File: src/rtl/serial_line_tx_pkg.sv
// Shared types and link constants for the serial clock/data transmitters.
package serial_link_pkg;

  typedef enum logic [1:0] {
    IDLE,
    LOW,
    HIGH
  } tx_state_t;

  localparam int TPR_LINE_LENGTH = 40;
  localparam int S_WORD_LENGTH   = 20;
  localparam int DEFAULT_CLK_DIV = 4;

endpackage

File: src/rtl/serial_line_tx_if.sv
// Word handshake and serial-link signals of one serial_line_tx instance.
interface serial_line_tx_if
  import serial_link_pkg::*;
#(
  parameter int WORD_LENGTH = TPR_LINE_LENGTH
) ();

  logic [WORD_LENGTH-1:0] DATA_IN;
  logic                   VALID;
  logic                   READY;
  logic                   SER_CLK;
  logic                   SER_DATA;
  logic                   BUSY;
  logic                   DONE;

  modport master (
    output DATA_IN, VALID,
    input  READY, SER_CLK, SER_DATA, BUSY, DONE
  );

  modport slave (
    input  DATA_IN, VALID,
    output READY, SER_CLK, SER_DATA, BUSY, DONE
  );

endinterface

File: src/rtl/serial_line_tx_bit_phase_timer.sv
// Serial-clock half-period divider: one-cycle phase_end every CLK_DIV cycles while run.
module bit_phase_timer
  import serial_link_pkg::*;
#(
  parameter int CLK_DIV = DEFAULT_CLK_DIV
) (
  input  logic clk,
  input  logic rst_n,
  input  logic restart,
  input  logic run,
  output logic phase_end
);

  localparam int                DIV_W    = $clog2(CLK_DIV) + 1;
  localparam logic [DIV_W-1:0] LAST_CNT = DIV_W'(CLK_DIV - 1);

  logic [DIV_W-1:0] div_cnt;

  assign phase_end = run && (div_cnt == LAST_CNT);

  always_ff @(posedge clk or negedge rst_n) begin
    if (!rst_n) begin
      div_cnt <= '0;
    end else if (restart || !run || phase_end) begin
      div_cnt <= '0;
    end else begin
      div_cnt <= div_cnt + 1'b1;
    end
  end

endmodule

File: src/rtl/serial_line_tx.sv
// Bit-serial link transmitter, bit 0 first, data captured on SER_CLK rise.
// SERIAL_TX_REPEAT_EN: re-send the last word from a hold register while idle.
module serial_line_tx
  import serial_link_pkg::*;
#(
  parameter int WORD_LENGTH = TPR_LINE_LENGTH,
  parameter int CLK_DIV     = DEFAULT_CLK_DIV
) (
  input  logic             CLK,
  input  logic             RST_N,
  serial_line_tx_if.slave  link
);

  localparam int               CNT_W    = $clog2(WORD_LENGTH) + 1;
  localparam logic [CNT_W-1:0] LAST_BIT = CNT_W'(WORD_LENGTH - 1);

  tx_state_t              state, state_next;
  logic [WORD_LENGTH-1:0] shift_reg, shift_next;
  logic [CNT_W-1:0]       bit_cnt, bit_cnt_next;
  logic                   done_q, done_next;
  logic                   start;
  logic                   busy;
  logic                   phase_end;

`ifdef SERIAL_TX_REPEAT_EN
  logic [WORD_LENGTH-1:0] hold_reg, hold_next;
  logic                   hold_valid, hold_valid_next;
`endif

  assign busy          = (state != IDLE);
  assign link.BUSY     = busy;
  assign link.READY    = !busy;
  assign link.SER_CLK  = (state == HIGH);
  assign link.SER_DATA = busy & shift_reg[0];
  assign link.DONE     = done_q;

  bit_phase_timer #(
    .CLK_DIV (CLK_DIV)
  ) u_timer (
    .clk       (CLK),
    .rst_n     (RST_N),
    .restart   (start),
    .run       (busy),
    .phase_end (phase_end)
  );

  always_comb begin
    state_next   = state;
    shift_next   = shift_reg;
    bit_cnt_next = bit_cnt;
    done_next    = 1'b0;
    start        = 1'b0;
`ifdef SERIAL_TX_REPEAT_EN
    hold_next       = hold_reg;
    hold_valid_next = hold_valid;
`endif
    unique case (state)
      IDLE: begin
        if (link.VALID && !busy) begin
          start        = 1'b1;
          shift_next   = link.DATA_IN;
          bit_cnt_next = '0;
          state_next   = LOW;
`ifdef SERIAL_TX_REPEAT_EN
          hold_next       = link.DATA_IN;
          hold_valid_next = 1'b1;
`endif
        end
`ifdef SERIAL_TX_REPEAT_EN
        else if (hold_valid) begin
          start        = 1'b1;
          shift_next   = hold_reg;
          bit_cnt_next = '0;
          state_next   = LOW;
        end
`endif
      end
      LOW: begin
        if (phase_end) state_next = HIGH;
      end
      HIGH: begin
        if (phase_end) begin
          if (bit_cnt == LAST_BIT) begin
            state_next = IDLE;
            done_next  = 1'b1;
          end else begin
            shift_next   = shift_reg >> 1;
            bit_cnt_next = bit_cnt + 1'b1;
            state_next   = LOW;
          end
        end
      end
      default: state_next = IDLE;
    endcase
  end

  always_ff @(posedge CLK or negedge RST_N) begin
    if (!RST_N) begin
      state     <= IDLE;
      shift_reg <= '0;
      bit_cnt   <= '0;
      done_q    <= 1'b0;
`ifdef SERIAL_TX_REPEAT_EN
      hold_reg   <= '0;
      hold_valid <= 1'b0;
`endif
    end else begin
      state     <= state_next;
      shift_reg <= shift_next;
      bit_cnt   <= bit_cnt_next;
      done_q    <= done_next;
`ifdef SERIAL_TX_REPEAT_EN
      hold_reg   <= hold_next;
      hold_valid <= hold_valid_next;
`endif
    end
  end

endmodule

File: src/flat_wrapper.sv
// flat-port wrapper written by rule: the top's interface ports become plain ports
module serial_line_tx_flat import serial_link_pkg::*;
#(
  parameter int WORD_LENGTH = TPR_LINE_LENGTH,
  parameter int CLK_DIV     = DEFAULT_CLK_DIV
)
  (CLK, RST_N, link_DATA_IN, link_VALID, link_READY, link_SER_CLK, link_SER_DATA, link_BUSY, link_DONE);
  serial_line_tx_if #(.WORD_LENGTH(WORD_LENGTH)) link_i ();
  input  logic CLK;
  input  logic RST_N;
  input wire logic [$bits(link_i.DATA_IN)-1:0] link_DATA_IN;
  input wire logic [$bits(link_i.VALID)-1:0] link_VALID;
  output wire logic [$bits(link_i.READY)-1:0] link_READY;
  output wire logic [$bits(link_i.SER_CLK)-1:0] link_SER_CLK;
  output wire logic [$bits(link_i.SER_DATA)-1:0] link_SER_DATA;
  output wire logic [$bits(link_i.BUSY)-1:0] link_BUSY;
  output wire logic [$bits(link_i.DONE)-1:0] link_DONE;
  assign link_i.DATA_IN = link_DATA_IN;
  assign link_i.VALID = link_VALID;
  assign link_READY = link_i.READY;
  assign link_SER_CLK = link_i.SER_CLK;
  assign link_SER_DATA = link_i.SER_DATA;
  assign link_BUSY = link_i.BUSY;
  assign link_DONE = link_i.DONE;
  serial_line_tx #(.WORD_LENGTH(WORD_LENGTH), .CLK_DIV(CLK_DIV)) u_core (.CLK(CLK), .RST_N(RST_N), .link(link_i));
endmodule
File: config.mk
export PLATFORM = sky130hd
export DESIGN_NAME = serial_line_tx_flat
export DESIGN_NICKNAME = d
export VERILOG_FILES = /design/src/rtl/serial_line_tx_pkg.sv /design/src/rtl/serial_line_tx_if.sv /design/src/rtl/serial_line_tx_bit_phase_timer.sv /design/src/rtl/serial_line_tx.sv /design/src/flat_wrapper.sv
export SDC_FILE = /design/constraint.sdc
export NUM_CORES = 1
export LEC_CHECK = 0
export ABC_AREA = 1
export CAP_MARGIN = 40
export CORE_MARGIN = 2
export CORE_UTILIZATION = 33
export DETAILED_ROUTE_END_ITERATION = 16
export HOLD_SLACK_MARGIN = 0.06
export SLEW_MARGIN = 20
export SYNTH_ARGS = -nofsm -noshare
export SYNTH_HDL_FRONTEND = slang
export SYNTH_SLANG_ARGS = --single-unit
export TNS_END_PERCENT = 1
File: constraint.sdc
create_clock -name CLK -period 2 [get_ports CLK]
set_input_delay 0.6 -clock CLK [delete_from_list [all_inputs] [get_ports CLK]]
set_output_delay 0.6 -clock CLK [all_outputs]
set_load 0.05 [all_outputs]
=== After elaboration in Yosys (flattened, before gate mapping) ===
Index checks and enable logic that the tools add are counted.

* Register bits: 53
* Input port bits: 43
* Word-level logic and storage cells: 45

* $add $sub $neg: 2
* Eq/ne operators: 8
* Mux-type cells: 19
* Bitwise gates (word level): 1
* Reduce and logical (&&, ||, !) cells: 10

{| class="wikitable"
|+ Operator list
! operator !! count
|-
| 40-bit 2-to-1 mux || 3
|-
| 40-bit case mux with 2 select lines || 1
|-
| 7-bit 2-to-1 mux || 3
|-
| 7-bit case mux with 2 select lines || 1
|-
| 7-bit by 1-bit adder with 7-bit output (second input constant) || 1
|-
| 7-bit by 6-bit equality test with 1-bit output (second input constant) || 1
|-
| 1-bit 2-to-1 mux || 6
|-
| 2-bit 2-to-1 mux || 3
|-
| 2-bit case mux with 3 select lines || 1
|-
| 2-bit by 1-bit != test with 1-bit output (second input constant) || 2
|-
| 2-bit != test (second input constant) || 2
|-
| 4-bit AND reduction || 1
|-
| 2-bit nonzero test || 2
|-
| 3-bit by 1-bit adder with 3-bit output (second input constant) || 1
|-
| 3-bit by 2-bit equality test with 1-bit output (second input constant) || 1
|-
| 3-bit 2-to-1 mux || 1
|-
| 3-bit AND reduction || 1
|-
| 2-bit by 1-bit equality test with 1-bit output (second input constant) || 1
|-
| 2-bit equality test (second input constant) || 1
|-
| 1-bit logical AND || 2
|-
| 2-bit logical NOT || 1
|-
| 1-bit logical OR || 2
|-
| 1-bit AND || 1
|-
| 1-bit logical NOT || 1
|}

=== Depth between registers and ports, before layout ===
* Word-level depth: 8
* Mapped depth: 10

=== Hierarchy ===
A second synthesis with hierarchy kept.

* Cells, all modules: 381
* Area total of the unflattened synthesis: 2668.8 µm²

{| class="wikitable"
|+ By module, submodules not included
! module !! instances !! cells an instance !! area each (µm²) !! sequential area each (µm²)
|-
| serial_line_tx || 1 || 366 || 2524.9 || 1251.2
|-
| bit_phase_timer || 1 || 15 || 143.9 || 75.1
|}

=== Least setup slack after synthesis ===
No wires, ideal clock.

* Path type: register to output
* Start point: register u_core.state[1]
* End point: output port link_BUSY
* Arrival time: 1.731 ns
* Path slack: -0.331 ns
* Stages on the path, launching flop included: 3
* Path buffers: 0
* Path through: dfrtp_1 nor2_1 inv_1

* Cells in the longest elaborated chain, start to end: 1

{| class="wikitable"
|+ Ends and longest elaborated chain
! item !! RTL line !! RTL
|-
| from (decl) || serial_line_tx.sv:17 || <nowiki>tx_state_t state, state_next;</nowiki>
|-
| from (signal assigned) || serial_line_tx.sv:108 || <nowiki>state <= state_next;</nowiki>
|-
| 2-bit nonzero test || serial_line_tx.sv:30 || <nowiki>assign busy = (state != IDLE);</nowiki>
|-
| to (decl) || flat_wrapper.sv:16 || <nowiki>output wire logic [$bits(link_i.BUSY)-1:0] link_BUSY;</nowiki>
|}

No other way between the ends.

=== Worst setup path in the final report ===
Same ends and word-level chain as after synthesis.

==> results by group <==
Synth
  – Synth warnings: 0
  – Sequential-to-total area share from yosys stat: 49.4%
  – Synth Area in Simple Gates: 40.1%
  – Main combinational cell family by area after synthesis: simple AND/OR/NAND/NOR gates
  – Post-Synth XOR/XNOR Area: 0.326%
  – Synthesized area: 0.00269 mm²
  – Post-synth cell types: 20
  – Synthesized area per cell: 7.05 µm²
  – Syn Nets: roughly 430
  – Post-Syn Instances: 381
  – Synth Area in Adders: 1.40%
  – Compound-Gate Fraction of Synth Area: 2.56%
  – Mux cell area share after synthesis: 0%
  – Number of synthesized register bits: 53

STA
  – Slew Limit Fails: 0
  – Clock Skew: between 0.004 and 0.005 ns
  – Worst-margin pin slew: 0.329 ns
  – Hold Vio Cnt, Final: 0
  – Worst slew margin: around four fifths
  – Fin Hold WS: 0.275 ns
  – RSZ-0062 raised after global routing: no
  – Post-route clock period utilization: 92.6%
  – Max Fclk: 0.540 GHz
  – Final setup vio count: 0
  – Min Tclk post-route: 1.85 ns
  – Setup TNS: 0 ns

Critical path
  – Critical path type: flop to output port
  – R2R Path End: u_core.bit_cnt[5]$_DFFE_PN0P_
  – Worst Setup End Kind: output port
  – Reg2reg start: u_core.u_timer.div_cnt[0]$_DFF_PN0_
  – R2R depth: 7
  – Worst-path fanout max: 6
  – Startpoint types: flop
  – Critical Path RT: 1.40 ns
  – Flop2flop setup slack: 0.28 ns
  – Arr. time, crit path: roughly 1.3 ns
  – Critical path origin: u_core.state[1]$_DFFE_PN0P_

CTS
  – Clk sinks: 53
  – CTS tree: built
  – Clk slew on worst S/H paths: 0.09 ns
  – Clk buf depth: 2
  – Post-CTS sizing: 0
  – Root buffer cell: clkbuf_8
  – Setup Fix Bufs, Post-CTS: 0
  – # hold bufs at CTS: 0
  – Num CTS Buffers: 5
  – H-tree depth: 2
  – Worst-Skew Late Latency: 0.30 ns

Placed design
  – IO Port Bufs: 47
  – GPL Wtd Cong: 0.754
  – DP Wirelength: 3710 µm

Global routing
  – Largest net degree at the start of global routing: 54
  – Vias in the first global route: roughly 2.2k
  – GRT Total Usage: 13.6%
  – Global-route wire length before repair: 9670 µm
  – Gr ovfl total: 0
  – Initial antenna violation count: 0

Floorplan
  – Core Area: 0.00781 mm²
  – Initial core utilization: 34.4%
  – Num ports: 48
  – Die W: 94.2 µm
  – Floorplan row count: 32
  – Die area: around 0.009 mm²
  – Die height: 94.2 µm

Run
  – Max cap viols: 0

Detailed routing
  – Post-route ant nets: 0
  – Detailed Route Iter0 Violations: between 100 and 150
  – Final wirelength: 5600 µm
  – Avg WL per Cell: 10.6 µm
  – DR vias/cell: 4.47
  – DRC violations left: 0
  – First-pass DRT Iterations: 4
  – DR vias: 2,354

Pwr
  – P per Cell Area: 558 mW/mm²
  – Maximum vdd drop: ~270 µV
  – Leak: 1.83 nW

Layout
  – Final-layout fill cell count: 837
  – Ant. Diodes: 0
  – Layout cells sized above 1: 6.12%
  – Nets: 470
  – Commonest non-fill, non-tap cell in the layout: nand2_1
  – Area Growth Syn to Fin: 25.2%
  – Number of flip-flops under the largest register name: 40
  – Most frequent cells in the layout: nand2_1 (256), dfrtp_1 (53), clkdlybuf4s50_1 (41)

Min path
  – Worst hold path class: primary input to async pin

Run status
  – Run status: finished clean
-- synth_stat cells --
cell,number,area [µm²]
nand2_2,1,6.26
buf_1,2,7.51
dfrtp_1,53,1330
xor2_1,1,8.76
o21ai_1,6,30.0
o22ai_1,1,6.26
nor2_1,13,48.8
nand2_1,257,965
ha_1,3,37.5
o21ai_0,2,10.0
inv_2,1,3.75
o31ai_1,1,7.51
nor3_1,2,10.0
inv_1,10,37.5
buf_2,8,40.0
buf_6,6,67.6
o21bai_1,2,15.0
nor3b_1,1,7.51
nand3_1,8,40.0
clkbuf_1,3,11.3
-- metal layers --
layer	track usage [%]	wire length (µm)	vias up	part of all wire, %
li1	-	-	1231	-
met1	18.4	2780	1083	50
met2	21.9	2560	35	46
met3	2.49	177	5	3.2
met4	4.35	85	0	1.5
met5	0	0	-	0
-- per-stage QoR --
stage | utilization [%] | std cells | instance area (µm²) | setup slack (ns) | power, mW
floorplan | - | 381 | 2690 | 0.0332 | 1.13
global placement | 41.7 | 519 | 3260 | 0.0691 | 1.24
detailed placement | 41.7 | 519 | 3260 | 0.0875 | 1.24
CTS | 43.0 | 527 | 3360 | 0.0399 | 1.91
global route | 43.1 | 527 | 3360 | 0.0441 | 1.97
finish | 43.1 | 527 | 3360 | 0.148 | 1.88
-- worst max-delay path: stages, from the launching register on --
cell and delay (ns):
dfrtp_1 0.46, nor2_4 0.22, inv_1 0.08, buf_4 0.19
-- cell families after synthesis --
kind of cell	after synthesis
AND/OR/NAND/NOR	282
XOR/XNOR	1
buffers and inverters	30
flip-flops	53
adder cells (fa/ha/maj)	3
AO/OA/AOI/OAI	12
-- worst max-delay path by stage --
stage | cells past startpoint | end
after floorplan | 2 | link_BUSY
after global placement | 6 | u_core.bit_cnt[5]$_DFFE_PN0P_
after detailed placement | 6 | u_core.bit_cnt[5]$_DFFE_PN0P_
after CTS | 3 | link_BUSY
after global routing | 3 | link_BUSY
final | 3 | link_BUSY
-- power by group --
part / internal (mW) / switching (mW) / leakage, nW
combinational: 0.0917 / 0.0535 / 1.05
clock: 0.314 / 0.346 / 0.0542
sequential: 1.07 / 0 / 0.721
total: 1.48 / 0.400 / 1.83
-- area by class of cell --
class | instances | area, µm² | area share [%]
sequential | 53 | 1330 | 39.4
tap | 102 | 128 | 3.80
timing repair buffer | 55 | 563 | 16.7
multi-input combinational | 298 | 1200 | 35.8
clock buffer | 7 | 96.3 | 2.87
inverter | 11 | 41.3 | 1.23
clock inverter | 1 | 5.00 | 0.149
(Power assumes the default switching activity.)
